==> src/rtl/commit_reclaim_if.sv <==
// Commit / free-list / recovery signal bundle between the ROB-side
// environment and the commit_reclaim block.
// slave  : the commit_reclaim block itself.
// master : the surrounding ROB, free list and map table.
interface commit_reclaim_if #(
    parameter int unsigned PREG_W = 7
);
    // ROB commit handshake
    logic              commit_valid;
    logic              commit_ready;
    logic              commit_has_rd;
    logic [4:0]        commit_rd;
    logic [PREG_W-1:0] commit_pd_new;
    logic [PREG_W-1:0] commit_pd_old;

    // Freed-register stream toward the free list
    logic              free_valid;
    logic [PREG_W-1:0] free_preg;
    logic              free_ready;

    // Mispredict recovery stream toward the rename map table
    logic              mispredict;
    logic              recover_busy;
    logic              recover_valid;
    logic [4:0]        recover_areg;
    logic [PREG_W-1:0] recover_preg;

    modport slave (
        input  commit_valid, commit_has_rd, commit_rd, commit_pd_new, commit_pd_old,
        output commit_ready,
        output free_valid, free_preg,
        input  free_ready,
        input  mispredict,
        output recover_busy, recover_valid, recover_areg, recover_preg
    );

    modport master (
        output commit_valid, commit_has_rd, commit_rd, commit_pd_new, commit_pd_old,
        input  commit_ready,
        input  free_valid, free_preg,
        output free_ready,
        output mispredict,
        input  recover_busy, recover_valid, recover_areg, recover_preg
    );
endinterface

==> src/rtl/commit_reclaim.sv <==
// Retirement-side partner of the rename stage: keeps the committed
// architectural map, returns released physical registers to the free list
// through a small FIFO, and streams the committed map back to the rename
// map table after a mispredict.
module commit_reclaim #(
    parameter int unsigned PREG_W   = 7,
    parameter int unsigned AREG_N   = 32,
    parameter int unsigned FQ_DEPTH = 4
) (
    input logic              clk,
    input logic              reset,
    commit_reclaim_if.slave  bus
);
    localparam int unsigned AREG_W = $clog2(AREG_N);
    localparam int unsigned PTR_W  = (FQ_DEPTH > 1) ? $clog2(FQ_DEPTH) : 1;
    localparam int unsigned CNT_W  = PTR_W + 1;

    typedef enum logic {
        IDLE,
        RECOVER
    } state_t;

    state_t            state_q, state_d;
    logic [AREG_W-1:0] idx_q, idx_d;
    logic              run_q, run_d;

    logic [PREG_W-1:0] arch_map_q [AREG_N];
    logic [PREG_W-1:0] arch_map_d [AREG_N];

    logic [PREG_W-1:0] fifo_q [FQ_DEPTH];
    logic [PREG_W-1:0] fifo_d [FQ_DEPTH];
    logic [PTR_W-1:0]  head_q, head_d;
    logic [PTR_W-1:0]  tail_q, tail_d;
    logic [CNT_W-1:0]  count_q, count_d;

    logic accept;
    logic map_wr;
    logic push;
    logic pop;

    // Commit and free-side handshakes; run_q keeps commit_ready low while
    // in reset and until the first edge after release.
    always_comb begin
        bus.commit_ready = run_q && (state_q == IDLE) && !bus.mispredict
                           && (count_q < CNT_W'(FQ_DEPTH));
        accept           = bus.commit_valid && bus.commit_ready;
        map_wr           = accept && bus.commit_has_rd && (bus.commit_rd != '0);
        push             = map_wr && (bus.commit_pd_old != '0);
        bus.free_valid   = (count_q != '0);
        bus.free_preg    = fifo_q[head_q];
        pop              = bus.free_valid && bus.free_ready;
        run_d            = 1'b1;
    end

    // Committed map update on an accepted register-writing commit.
    always_comb begin
        arch_map_d = arch_map_q;
        if (map_wr) begin
            arch_map_d[bus.commit_rd] = bus.commit_pd_new;
        end
    end

    // Freed-register FIFO: push from commit, pop toward the free list.
    always_comb begin
        fifo_d  = fifo_q;
        head_d  = head_q;
        tail_d  = tail_q;
        count_d = count_q;
        if (push) begin
            fifo_d[tail_q] = bus.commit_pd_old;
            tail_d         = tail_q + 1'b1;
        end
        if (pop) begin
            head_d = head_q + 1'b1;
        end
        case ({push, pop})
            2'b10:   count_d = count_q + 1'b1;
            2'b01:   count_d = count_q - 1'b1;
            default: count_d = count_q;
        endcase
    end

    // Recovery FSM: next state, walk index and restore outputs.
    always_comb begin
        state_d           = state_q;
        idx_d             = idx_q;
        bus.recover_busy  = 1'b0;
        bus.recover_valid = 1'b0;
        bus.recover_areg  = '0;
        bus.recover_preg  = '0;
        case (state_q)
            IDLE: begin
                if (bus.mispredict && run_q) begin
                    state_d = RECOVER;
                    idx_d   = '0;
                end
            end
            RECOVER: begin
                bus.recover_busy  = 1'b1;
                bus.recover_valid = 1'b1;
                bus.recover_areg  = 5'(idx_q);
                bus.recover_preg  = arch_map_q[idx_q];
                if (idx_q == AREG_W'(AREG_N - 1)) begin
                    state_d = IDLE;
                    idx_d   = '0;
                end else begin
                    idx_d = idx_q + 1'b1;
                end
            end
            default: begin
                state_d = IDLE;
                idx_d   = '0;
            end
        endcase
    end

    // State registers; reset restores the identity map and empties the FIFO.
    always_ff @(posedge clk or negedge reset) begin
        if (!reset) begin
            state_q <= IDLE;
            idx_q   <= '0;
            run_q   <= 1'b0;
            head_q  <= '0;
            tail_q  <= '0;
            count_q <= '0;
            for (int unsigned i = 0; i < AREG_N; i++) begin
                arch_map_q[i] <= PREG_W'(i);
            end
            for (int unsigned i = 0; i < FQ_DEPTH; i++) begin
                fifo_q[i] <= '0;
            end
        end else begin
            state_q    <= state_d;
            idx_q      <= idx_d;
            run_q      <= run_d;
            head_q     <= head_d;
            tail_q     <= tail_d;
            count_q    <= count_d;
            arch_map_q <= arch_map_d;
            fifo_q     <= fifo_d;
        end
    end
endmodule

==> src/flat_wrapper.sv <==
// flat-port wrapper written by rule: the top's interface ports become plain ports
module commit_reclaim_flat 
#(
    parameter int unsigned PREG_W   = 7,
    parameter int unsigned AREG_N   = 32,
    parameter int unsigned FQ_DEPTH = 4
)
  (clk, reset, bus_commit_valid, bus_commit_has_rd, bus_commit_rd, bus_commit_pd_new, bus_commit_pd_old, bus_commit_ready, bus_free_valid, bus_free_preg, bus_free_ready, bus_mispredict, bus_recover_busy, bus_recover_valid, bus_recover_areg, bus_recover_preg);
  commit_reclaim_if #(.PREG_W(PREG_W)) bus_i ();
  input logic clk;
  input logic reset;
  input wire logic [$bits(bus_i.commit_valid)-1:0] bus_commit_valid;
  input wire logic [$bits(bus_i.commit_has_rd)-1:0] bus_commit_has_rd;
  input wire logic [$bits(bus_i.commit_rd)-1:0] bus_commit_rd;
  input wire logic [$bits(bus_i.commit_pd_new)-1:0] bus_commit_pd_new;
  input wire logic [$bits(bus_i.commit_pd_old)-1:0] bus_commit_pd_old;
  output wire logic [$bits(bus_i.commit_ready)-1:0] bus_commit_ready;
  output wire logic [$bits(bus_i.free_valid)-1:0] bus_free_valid;
  output wire logic [$bits(bus_i.free_preg)-1:0] bus_free_preg;
  input wire logic [$bits(bus_i.free_ready)-1:0] bus_free_ready;
  input wire logic [$bits(bus_i.mispredict)-1:0] bus_mispredict;
  output wire logic [$bits(bus_i.recover_busy)-1:0] bus_recover_busy;
  output wire logic [$bits(bus_i.recover_valid)-1:0] bus_recover_valid;
  output wire logic [$bits(bus_i.recover_areg)-1:0] bus_recover_areg;
  output wire logic [$bits(bus_i.recover_preg)-1:0] bus_recover_preg;
  assign bus_i.commit_valid = bus_commit_valid;
  assign bus_i.commit_has_rd = bus_commit_has_rd;
  assign bus_i.commit_rd = bus_commit_rd;
  assign bus_i.commit_pd_new = bus_commit_pd_new;
  assign bus_i.commit_pd_old = bus_commit_pd_old;
  assign bus_commit_ready = bus_i.commit_ready;
  assign bus_free_valid = bus_i.free_valid;
  assign bus_free_preg = bus_i.free_preg;
  assign bus_i.free_ready = bus_free_ready;
  assign bus_i.mispredict = bus_mispredict;
  assign bus_recover_busy = bus_i.recover_busy;
  assign bus_recover_valid = bus_i.recover_valid;
  assign bus_recover_areg = bus_i.recover_areg;
  assign bus_recover_preg = bus_i.recover_preg;
  commit_reclaim #(.PREG_W(PREG_W), .AREG_N(AREG_N), .FQ_DEPTH(FQ_DEPTH)) u_core (.clk(clk), .reset(reset), .bus(bus_i));
endmodule
==> config.mk <==
export PLATFORM = sky130hd
export DESIGN_NAME = commit_reclaim_flat
export DESIGN_NICKNAME = d
export VERILOG_FILES = /design/src/rtl/commit_reclaim_if.sv /design/src/rtl/commit_reclaim.sv /design/src/flat_wrapper.sv
export SDC_FILE = /design/constraint.sdc
export NUM_CORES = 1
export LEC_CHECK = 0
export BUFFER_PORTS_ARGS = -buffer_cell sky130_fd_sc_hd__buf_2
export CORE_AREA = 2 2 208 210
export CTS_CLUSTER_DIAMETER = 80
export DETAILED_ROUTE_END_ITERATION = 6
export DIE_AREA = 0 0 210 212
export SYNTH_ARGS = -nofsm -noshare
export SYNTH_HDL_FRONTEND = slang
export SYNTH_SLANG_ARGS = --single-unit
==> constraint.sdc <==
create_clock -name clk -period 2.5 [get_ports clk]
set_input_delay 0.25 -clock clk [delete_from_list [all_inputs] [get_ports clk]]
set_output_delay 0.25 -clock clk [all_outputs]
set_load 0.01 [all_outputs]
==> results.py, run 1 <==
metrics = {
    "synth": {
        "post_synth_inst_count": 846,
        "post_synth_fa_ha_maj_area_fraction_pct": 0.855,
        "synth_top_family_by_area": "multiplexers",
        "post_synth_main_area_contributors": "dfrtp_1 37%, mux2_2 22%, dfstp_2 17%",
        "synth_simple_gate_area_share_pct": 6.66,
        "cell_area_synth_um2": 12600,
        "proportion_of_synthesized_area_in_mux_cells_pct": 33.1,
        "synth_edf_count": 0,
        "synth_async_sr_flop_share_pct": 100,
        "syn_nets": 879,
        "synth_flop_cell": "dfrtp_1",
        "yosys.area_share.xor_xnor_pct": 0.557,
        "yosysWarningCount": 0,
        "synth_cell_types": 45,
        "postSynthRegisterBits": 266,
        "yosysSeqAreaShare_pct": 53.7,
        "synth-compound-area-share_pct": 2.70,
        "postSynthAreaPerCell_um2": 14.9,
        "synth_top_area_share_pct": 37.0,
        "synth.largest_area_cell": "dfrtp_1",
    },
    "grt": {
        "number_of_global_route_vias_before_repair": 7755,
        "grt_max_degree": 81,
        "grt_first_pass_wirelength_um": 46900,
        "grt.total_usage_pct": 13.7,
        "globalRouteOverflowTotal": 0,
        "initial_antenna_violation_count": 0,
    },
    "cells_and_area": {
        "insertedDiodeCount": 0,
        "fin_nets": 950,
        "final_cell_mix": "245 x mux2_2, 184 x dfrtp_1, 80 x dfstp_2",
        "nFillCells": 4013,
        "area_growth_pct": 20.9,
        "final_cell_count_no_fill": 1485,
        "drive_above_1_share_pct": 64.1,
        "most_common_library_cell_in_the_layout_ignoring_fill_and_taps": "mux2_2",
    },
    "die": {
        "core_area_um2": 42500,
        "die_width_um": 210,
        "ios": 48,
        "die_height_um": 212,
        "placementRows": 76,
        "initial_core_utilization_pct": 29.6,
        "dieArea_um2": 44500,
    },
    "cts": {
        "clockBufferDepth": 3,
        "h-tree-depth": 1,
        "tritoncts": "done",
        "cts_made_buffers": 28,
        "clkSlewWorstSetupHoldPaths_ns": 0.06,
        "ctsRootBufferMaster": "clkbuf_16",
        "cts_num_sinks": 266,
        "clock_latency_ns": 0.55,
    },
    "drt": {
        "wirelength_um": 29900,
        "post_drt_wl_per_cell_um": 20.2,
        "detailedRoute.firstPassIterationCount": 4,
        "post_drt_via_cell_ratio": 4.88,
        "remaining_drc_errors": 0,
        "vias": 7248,
        "first_iter_violations": 352,
        "antenna_violating_nets_post_route": 0,
    },
    "worst_hold_path": {
        "hold-path-cell-count": 3,
        "worst_hold_path.endpoint": "u_core.head_q[0]",
        "hold_path_startpoint": "bus_free_ready",
        "worst_hold_path_type": "in -> reg",
    },
    "power_and_ir_drop": {
        "total_power_w": 0.0132,
        "leakage_nw": 6.71,
        "power.density_nw_per_um2": 866,
        "largest_vdd_supply_drop_mv": 0.572,
    },
    "placed_design": {
        "final_weighted_congestion_in_routability_driven_placement": 0.757,
        "dp_hpwl_um": 19400,
        "buffer_ports.inserted": 47,
        "placedCellCount": 1415,
    },
    "worst_setup_path": {
        "worst_ep_arrival_time_ns": 2.61,
        "setup.worst_path.class": "reg -> out",
        "reg2reg_depth": 5,
        "reg2reg_setup_slack_ns": 0.21,
        "worstReg2RegStart": "u_core.state_q",
        "worstReg2RegEnd": "u_core.arch_map_q[161]",
        "critPathRequiredTime_ns": 2.25,
        "path_max_fanout": 7,
        "cp-start-kind": "register",
        "end_kind": "output pin",
    },
    "timing": {
        "finalMaxSlewViolations": 0,
        "report.final.hold_viol_count": 0,
        "post-route-worst-setup-slack_ns": -0.359,
        "setup_violations": 7,
        "worst_slew_margin_rel_pct": 49.3,
        "grt_setup_unrepaired": "yes",
        "max_freq_ghz": 0.350,
        "final.period_utilization_pct": 114,
        "fin_crit_ns": 2.86,
        "hold-worst-slack_ns": 0.111,
        "fin_worst_skew_ns": 0.0139,
        "tightestPinTransition_ns": 0.761,
    },
    "status": {
        "outcome": "finished, violations left",
        "failed_checks": "negative setup slack",
    },
    "job": {
        "max_cap_viol_count": 0,
    },
}
power by group:
group / switching (W) / internal (W) / total (W)
logic: 0.00212 / 0.00182 / 0.00394
registers: 0.000264 / 0.00455 / 0.00482
clock network: 0.00172 / 0.00270 / 0.00442
total: 0.00410 / 0.00908 / 0.0132
state kept, by name (all words and copies together) (netlist names):
name	flops
u_core.idx_q	5
u_core.head_q	2
u_core.arch_map_q	224
u_core.run_q	1
u_core.count_q	3
u_core.state_q	1
u_core.fifo_q	28
u_core.tail_q	2
through the flow:
step | instance area, um2 | setup TNS, ns | util [%] | worst slack (ns)
after floorplan | 12600 | 0 | - | 0.0268
after global placement | 13700 | -0.215 | 32.2 | -0.0989
after detailed placement | 13700 | -0.242 | 32.2 | -0.101
after CTS | 15200 | -2.57 | 35.7 | -0.387
after global routing | 15200 | -2.92 | 35.8 | -0.453
final | 15200 | -2.24 | 35.8 | -0.359
per-layer routing:
| metal | wire length (um) | part of all wire [%] | track usage (%) |
|---|---|---|---|
| met5 | 0 | 0 | 0 |
| met3 | 1110 | 3.7 | 2.10 |
| met2 | 14700 | 49 | 23.4 |
| met1 | 13400 | 45 | 18.1 |
| met4 | 750 | 2.5 | 3.74 |
worst max path at each step:
stage | depth (start not counted) | startpoint | slack (ns) | to
floorplan | 12 | bus_commit_rd[2] | 0.03 | u_core.count_q[2]
global placement | 7 | u_core.idx_q[0] | -0.1 | bus_recover_preg[3]
detailed placement | 7 | u_core.idx_q[0] | -0.10 | bus_recover_preg[3]
CTS | 8 | u_core.idx_q[0] | -0.39 | bus_recover_preg[1]
global route | 8 | u_core.idx_q[0] | -0.45 | bus_recover_preg[1]
finish | 7 | u_core.idx_q[0] | -0.36 | bus_recover_preg[0]
kinds of logic (layout without fill, tap and decap cells):
family / after synthesis / in the layout
xor+xnor: 8 / 8
compound gates: 49 / 49
simple gates: 120 / 120
mux: 324 / 324
fa+ha+maj: 8 / 8
buf+inv: 70 / 163
other cells: 1 / 1
flops: 266 / 266
synth_stat cells (2+ instances only):
library cell / instances
inv_1: 5
nor2_4: 8
nor2_2: 23
nor2b_1: 23
nor2_1: 5
nor4_1: 7
buf_2: 10
buf_1: 4
o31ai_1: 7
a21oi_1: 7
or3_1: 4
xnor2_1: 4
buf_4: 6
ha_1: 7
a211oi_1: 14
or3b_2: 2
dfrtp_1: 186
a22oi_1: 14
nand4b_1: 2
and2_1: 14
nand3b_1: 3
xor2_1: 4
o21ai_0: 4
mux2i_1: 29
mux2_2: 245
o22ai_1: 2
dfstp_2: 80
clkbuf_1: 44
nand3_4: 4
nand2b_1: 3
mux4_2: 49
nand2_1: 14
cell type report:
type | count | area, um2 | share of cell area, %
sequential | 266 | 6760 | 44.4
multi-input combinational | 510 | 5830 | 38.3
clock buffer | 46 | 953 | 6.27
timing repair buffer | 106 | 908 | 5.97
tap | 546 | 683 | 4.49
clock inverter | 6 | 61.3 | 0.403
inverter | 5 | 18.8 | 0.123
timing repair:
item                                   CTS  global route
buffers inserted                        11             3
pin swaps                               12             6
endpoints found under the hold margin   81             0
resized for setup                       52            10
cloned                                   2             1
hold buffers                             8             0
setup endpoints to repair                7             7
critical path, cell delays in order, from the launching register on:
cell	delay (ns)
dfrtp_4	0.53
buf_12	0.16
mux4_2	0.53
nor2b_1	0.16
a211oi_2	0.30
nor4_1	0.10
buf_4	0.15
buf_2	0.13
Note: power is estimated with default switching activity, not from simulation.
==> run 2: changes to the inputs <==
--- a/config.mk
+++ b/config.mk
@@ -7,7 +7,7 @@
 export LEC_CHECK = 0
 export BUFFER_PORTS_ARGS = -buffer_cell sky130_fd_sc_hd__buf_2
 export CORE_AREA = 2 2 208 210
-export CTS_CLUSTER_DIAMETER = 80
+export CTS_BUF_LIST = sky130_fd_sc_hd__clkbuf_4 sky130_fd_sc_hd__clkbuf_8
 export DETAILED_ROUTE_END_ITERATION = 6
 export DIE_AREA = 0 0 210 212
 export SYNTH_ARGS = -nofsm -noshare
==> run 2 against run 1 <==
Net effect: the run still ends with negative setup slack left; utilization is 0.36 points higher; sequential power barely moved; total power up 0.35%; cell area up 1.0%; wire length up 2.0%; global-route usage rose by 0.40 points; clock power down 7.0%; count of clock-buffer cells in the layout is 33 higher; sequential cell count is the same; critical path type unchanged.
==> results.py, run 2 (synthesized netlist as in run 1, its figures left out) <==
metrics = {
    "status": {
        "outcome": "finished, violations left",
        "failed_checks": "negative setup slack",
    },
    "cells_and_area": {
        "most_common_library_cell_in_the_layout_ignoring_fill_and_taps": "mux2_2",
        "largest_reg_flops": 224,
        "final_cell_count_no_fill": 1513,
        "nFillCells": 4001,
        "area_growth_pct": 22.1,
        "largest_register": "u_core.arch_map_q",
        "final_cell_mix": "245 x mux2_2, 184 x dfrtp_1, 80 x dfstp_2",
        "final_util_pct": 36.2,
        "insertedDiodeCount": 0,
        "largest_registers": "u_core.arch_map_q x224, u_core.fifo_q x28, u_core.idx_q x5",
        "drive_above_1_share_pct": 67.5,
        "fin_nets": 964,
    },
    "timing": {
        "fin_worst_skew_ns": 0.0162,
        "max_freq_ghz": 0.350,
        "worst_slew_margin_rel_pct": 51.0,
        "final.period_utilization_pct": 114,
        "fin_crit_ns": 2.86,
        "tightestPinTransition_ns": 0.735,
        "grt_setup_unrepaired": "yes",
        "post-route-worst-setup-slack_ns": -0.358,
        "finalMaxSlewViolations": 0,
        "report.final.hold_viol_count": 0,
        "setup_violations": 7,
        "hold-worst-slack_ns": 0.0834,
    },
    "power_and_ir_drop": {
        "proportion_of_power_drawn_by_combinational_gates_pct": 32.7,
        "leakage_nw": 6.77,
        "pwr-share-clk_pct": 31.0,
        "power.share.sequential_pct": 36.3,
        "total_power_w": 0.0132,
        "power.switching_fraction_pct": 32.5,
        "largest_vdd_supply_drop_mv": 0.500,
        "power.net_switching_w": 0.00430,
        "p_int_w": 0.00893,
        "power.density_nw_per_um2": 861,
    },
    "die": {
        "ios": 48,
        "die_height_um": 212,
        "initial_core_utilization_pct": 29.6,
        "placementRows": 76,
        "core_area_um2": 42500,
        "dieArea_um2": 44500,
        "die_width_um": 210,
    },
    "drt": {
        "remaining_drc_errors": 0,
        "vias": 7325,
        "wirelength_um": 30500,
        "post_drt_wl_per_cell_um": 20.2,
        "first_iter_violations": 340,
        "antenna_violating_nets_post_route": 0,
        "post_drt_via_cell_ratio": 4.84,
        "detailedRoute.firstPassIterationCount": 6,
    },
    "cts": {
        "clock_latency_ns": 0.58,
        "clkSlewWorstSetupHoldPaths_ns": 0.06,
        "h-tree-depth": 2,
        "cts_made_buffers": 45,
        "tritoncts": "done",
        "cts_num_sinks": 266,
        "clockBufferDepth": 3,
        "ctsRootBufferMaster": "clkbuf_8",
    },
    "placed_design": {
        "placedCellCount": 1415,
        "buffer_ports.inserted": 47,
        "final_weighted_congestion_in_routability_driven_placement": 0.757,
        "dp_hpwl_um": 19400,
        "dpl_worst_slack_ns": -0.101,
    },
    "grt": {
        "use_met2_pct": 23.7,
        "grt.total_usage_pct": 14.1,
        "grtUsageMet1_pct": 18.3,
        "globalRouteOverflowTotal": 0,
        "met3_track_utilization_from_global_routing_pct": 2.56,
        "grt_first_pass_wirelength_um": 48000,
        "grt_most_used_layer": "met2",
        "number_of_global_route_vias_before_repair": 7952,
        "grt_max_degree": 81,
        "initial_antenna_violation_count": 0,
    },
    "worst_setup_path": {
        "setup.worst_path.class": "reg -> out",
        "critPathRequiredTime_ns": 2.25,
        "cp-start-kind": "register",
        "path_max_fanout": 5,
        "worst_ep_arrival_time_ns": 2.61,
        "end_kind": "output pin",
    },
    "job": {
        "max_cap_viol_count": 0,
    },
    "worst_hold_path": {
        "worst_hold_path_type": "in -> reg",
    },
}
run 2: changes by cell type in the layout (fill, tap and decap cells not counted), moves of 4 or more:
cell	delta
clkbuf_8	+45
nor2b_1	-5
clkbuf_4	+24
buf_4	-7
nor2b_4	+6
clkbuf_1	-4
clkbuf_16	-31
a22oi_2	+5
buf_16	+5
a22oi_1	-5
run 2: cell type report:
class | count | area [um2] | share of cell area [%]
inverter | 5 | 18.8 | 0.122
timing repair buffer | 103 | 986 | 6.42
tap | 546 | 683 | 4.45
multi-input combinational | 510 | 5950 | 38.7
sequential | 266 | 6760 | 44.0
clock buffer | 79 | 937 | 6.10
clock inverter | 4 | 30.0 | 0.195
run 2: worst paths after layout:
| kind | from | to | slack, ns | depth (start not counted) |
|---|---|---|---|---|
| setup / recovery | u_core.idx_q[0] | bus_recover_preg[2] | -0.36 | 8 |
| hold / removal | bus_free_ready | u_core.head_q[0] | 0.08 | 3 |
| setup reg to reg | u_core.state_q | u_core.arch_map_q[161] | 0.24 | 5 |
| hold reg to reg | u_core.arch_map_q[220] | u_core.arch_map_q[220] | 0.37 | 0 |
| max in group asynchronous | reset | u_core.arch_map_q[141] | 1.42 | 3 |
| min in group asynchronous | reset | u_core.fifo_q[27] | 0.27 | 2 |
run 2: timing repair:
action,in CTS,in global routing
endpoints found under the hold margin,81,0
setup buffers,10,0
pin swaps,28,8
gates cloned,3,2
hold buffers,8,0
resized for setup,82,14
setup endpoints to repair,7,7
run 2: worst max-delay path, stage by stage, from the launching register on:
cell,delay (ns)
dfrtp_4,0.46
buf_12,0.15
buf_16,0.15
mux4_2,0.51
and2_4,0.17
o31ai_2,0.20
buf_4,0.19
nor4_2,0.06
buf_6,0.13
run 2: metal layers:
metal  part of all wire [%]  up-vias
met2                     49      112
met1                     44     3916
met4                    2.4        0
met3                    3.8       43
li1                       -     3254
met5                      0        -
run 2: power by group through the flow:
| stage | sequential (W) | combinational, W | clock, W |
|---|---|---|---|
| 2_1_floorplan | 0.00474 | 0.00201 | 0 |
| 3_3_place_gp | 0.00486 | 0.00333 | 0 |
| 3_5_place_dp | 0.00487 | 0.00335 | 0 |
| 4_1_cts | 0.00480 | 0.00414 | 0.00423 |
| 5_1_grt | 0.00484 | 0.00457 | 0.00444 |
| 6_report | 0.00480 | 0.00432 | 0.00411 |
run 2: per-stage QoR:
step                TNS, ns  cell area [um2]
global route          -2.83            15400
floorplan                 0            12600
detailed placement   -0.242            13700
finish                -2.22            15400
CTS                   -2.58            15200
global placement     -0.215            13700
==> run 3: changes to the inputs <==
--- a/config.mk
+++ b/config.mk
@@ -6,10 +6,13 @@
 export NUM_CORES = 1
 export LEC_CHECK = 0
 export BUFFER_PORTS_ARGS = -buffer_cell sky130_fd_sc_hd__buf_2
+export CELL_PAD_IN_SITES_DETAIL_PLACEMENT = 1
+export CELL_PAD_IN_SITES_GLOBAL_PLACEMENT = 2
 export CORE_AREA = 2 2 208 210
 export CTS_BUF_LIST = sky130_fd_sc_hd__clkbuf_4 sky130_fd_sc_hd__clkbuf_8
 export DETAILED_ROUTE_END_ITERATION = 6
 export DIE_AREA = 0 0 210 212
+export PLACE_DENSITY_LB_ADDON = 0.1
 export SYNTH_ARGS = -nofsm -noshare
 export SYNTH_HDL_FRONTEND = slang
 export SYNTH_SLANG_ARGS = --single-unit
==> run 3 against run 2 <==
Net effect: the flow still finishes with violations (negative setup slack); sequential share of layout area barely moved; cell count rose by 0.93%; wire length increased by 17%; count of clock-buffer cells in the layout up 11; non-clock buffer count rose by 4; register-to-register slack got worse by 0.08 ns; largest power group unchanged.
==> results.py, run 3 (synthesized netlist as in run 1, its figures left out) <==
metrics = {
    "grt": {
        "globalRouteOverflowTotal": 0,
        "grt_first_pass_wirelength_um": 55900,
        "number_of_global_route_vias_before_repair": 8714,
        "grt_max_degree": 72,
        "grt.total_usage_pct": 17.0,
        "initial_antenna_violation_count": 1,
    },
    "worst_setup_path": {
        "cp-start-kind": "register",
        "critPathRequiredTime_ns": 2.25,
        "worst_ep_arrival_time_ns": 2.62,
        "setup.worst_path.class": "reg -> out",
        "path_max_fanout": 7,
        "end_kind": "output pin",
    },
    "cts": {
        "clkSlewWorstSetupHoldPaths_ns": 0.06,
        "clockBufferDepth": 3,
        "h-tree-depth": 2,
        "tritoncts": "done",
        "cts_num_sinks": 266,
        "ctsRootBufferMaster": "clkbuf_8",
        "clock_latency_ns": 0.62,
        "cts_made_buffers": 50,
    },
    "worst_hold_path": {
        "worst_hold_path_type": "in -> reg",
    },
    "drt": {
        "topRoutingLayerUsed": "met4",
        "remaining_drc_errors": 0,
        "post_drt_via_cell_ratio": 4.86,
        "wirelength_um": 35700,
        "post_drt_wl_per_cell_um": 23.4,
        "met3_length_um": 1140,
        "detailedRoute.firstPassIterationCount": 4,
        "vias": 7428,
        "antenna_violating_nets_post_route": 0,
        "first_iter_violations": 266,
        "met2RoutedLength_um": 17900,
        "met1_routed_wirelength_after_detailed_routing_um": 15900,
    },
    "cells_and_area": {
        "final_cell_mix": "245 x mux2_2, 183 x dfrtp_1, 80 x dfstp_2",
        "drive_above_1_share_pct": 68.7,
        "final_util_pct": 36.1,
        "insertedDiodeCount": 0,
        "largest_register": "u_core.arch_map_q",
        "largest_reg_flops": 224,
        "finalInstanceArea_um2": 15400,
        "largest_registers": "u_core.arch_map_q x224, u_core.fifo_q x28, u_core.idx_q x5",
        "most_common_library_cell_in_the_layout_ignoring_fill_and_taps": "mux2_2",
        "area_growth_pct": 22.0,
        "fin_nets": 973,
    },
    "placed_design": {
        "dp_hpwl_um": 23700,
        "final_weighted_congestion_in_routability_driven_placement": 0.745,
        "post_dp_cell_area_um2": 13700,
        "dpl_worst_slack_ns": -0.0960,
        "buffer_ports.inserted": 47,
    },
    "status": {
        "failed_checks": "negative setup slack",
        "outcome": "finished, violations left",
    },
    "timing": {
        "setup_violations": 7,
        "tightestPinTransition_ns": 0.831,
        "grt_setup_unrepaired": "yes",
        "hold-worst-slack_ns": 0.148,
        "final.period_utilization_pct": 115,
        "post-route-worst-setup-slack_ns": -0.374,
        "report.final.hold_viol_count": 0,
        "fin_worst_skew_ns": 0.0250,
        "fin_crit_ns": 2.87,
        "finalMaxSlewViolations": 0,
        "max_freq_ghz": 0.348,
        "worst_slew_margin_rel_pct": 44.6,
    },
    "die": {
        "die_width_um": 210,
        "ios": 48,
        "die_height_um": 212,
        "initial_core_utilization_pct": 29.6,
        "core_area_um2": 42500,
        "placementRows": 76,
        "dieArea_um2": 44500,
    },
    "power_and_ir_drop": {
        "power.density_nw_per_um2": 878,
        "largest_vdd_supply_drop_mv": 0.397,
        "leakage_nw": 6.79,
    },
    "job": {
        "max_cap_viol_count": 0,
    },
}
run 3: critical path: stages (launching register included):
cell,delay (ns)
dfrtp_4,0.55
buf_12,0.17
buf_6,0.12
mux4_2,0.32
nor2b_4,0.16
o31ai_4,0.08
nor4_4,0.40
buf_2,0.20
run 3: timing repair:
item,CTS,global route
gates resized for setup,57,32
hold endpoints to repair,95,0
pin swaps,16,12
gates cloned,1,0
setup buffers,6,1
hold buffers,9,0
setup endpoints to repair,7,9
run 3: path summary, 6_finish.rpt:
| check | startpoint | endpoint | slack [ns] | cells after the start |
|---|---|---|---|---|
| worst max register to register | u_core.state_q | u_core.arch_map_q[138] | 0.16 | 5 |
| worst min register to register | u_core.arch_map_q[222] | u_core.arch_map_q[222] | 0.37 | 0 |
| min in group asynchronous | reset | u_core.arch_map_q[118] | 0.20 | 2 |
| worst max-delay path | u_core.idx_q[0] | bus_recover_preg[2] | -0.37 | 7 |
| max in group asynchronous | reset | u_core.arch_map_q[23] | 1.38 | 3 |
| worst min-delay path | bus_mispredict | u_core.state_q | 0.15 | 3 |
run 3: per-stage QoR:
| stage | total power, W | std cells | setup TNS (ns) |
|---|---|---|---|
| after floorplan | 0.00675 | 846 | 0 |
| after global placement | 0.00833 | 1421 | -0.175 |
| after detailed placement | 0.00839 | 1421 | -0.108 |
| after CTS | 0.0137 | 1529 | -3.06 |
| after global routing | 0.0142 | 1527 | -3.10 |
| final | 0.0135 | 1527 | -2.45 |
run 3: report_power, final:
| part | total [W] | leakage, nW | switching (W) | internal [W] |
|---|---|---|---|---|
| Clock | 0.00453 | 0.583 | 0.00189 | 0.00264 |
| Combinational | 0.00411 | 2.82 | 0.00227 | 0.00184 |
| Sequential | 0.00483 | 3.39 | 0.000274 | 0.00456 |
| Total | 0.0135 | 6.79 | 0.00443 | 0.00904 |
run 3: layer usage:
metal	GRT usage (%)	vias up
met2	29.6	106
met1	21.4	3990
met5	0	-
met3	3.06	55
met4	5.48	0
li1	-	3277
run 3: layout make-up:
class | count | area, um2
clock buffers | 90 | 1060
clock inverters | 3 | 17.5
fillers | 4346 | 27200
inverters | 5 | 18.8
multi-input cells | 510 | 5950
flip-flops and latches | 266 | 6760
well taps | 546 | 683
repair buffers | 107 | 858
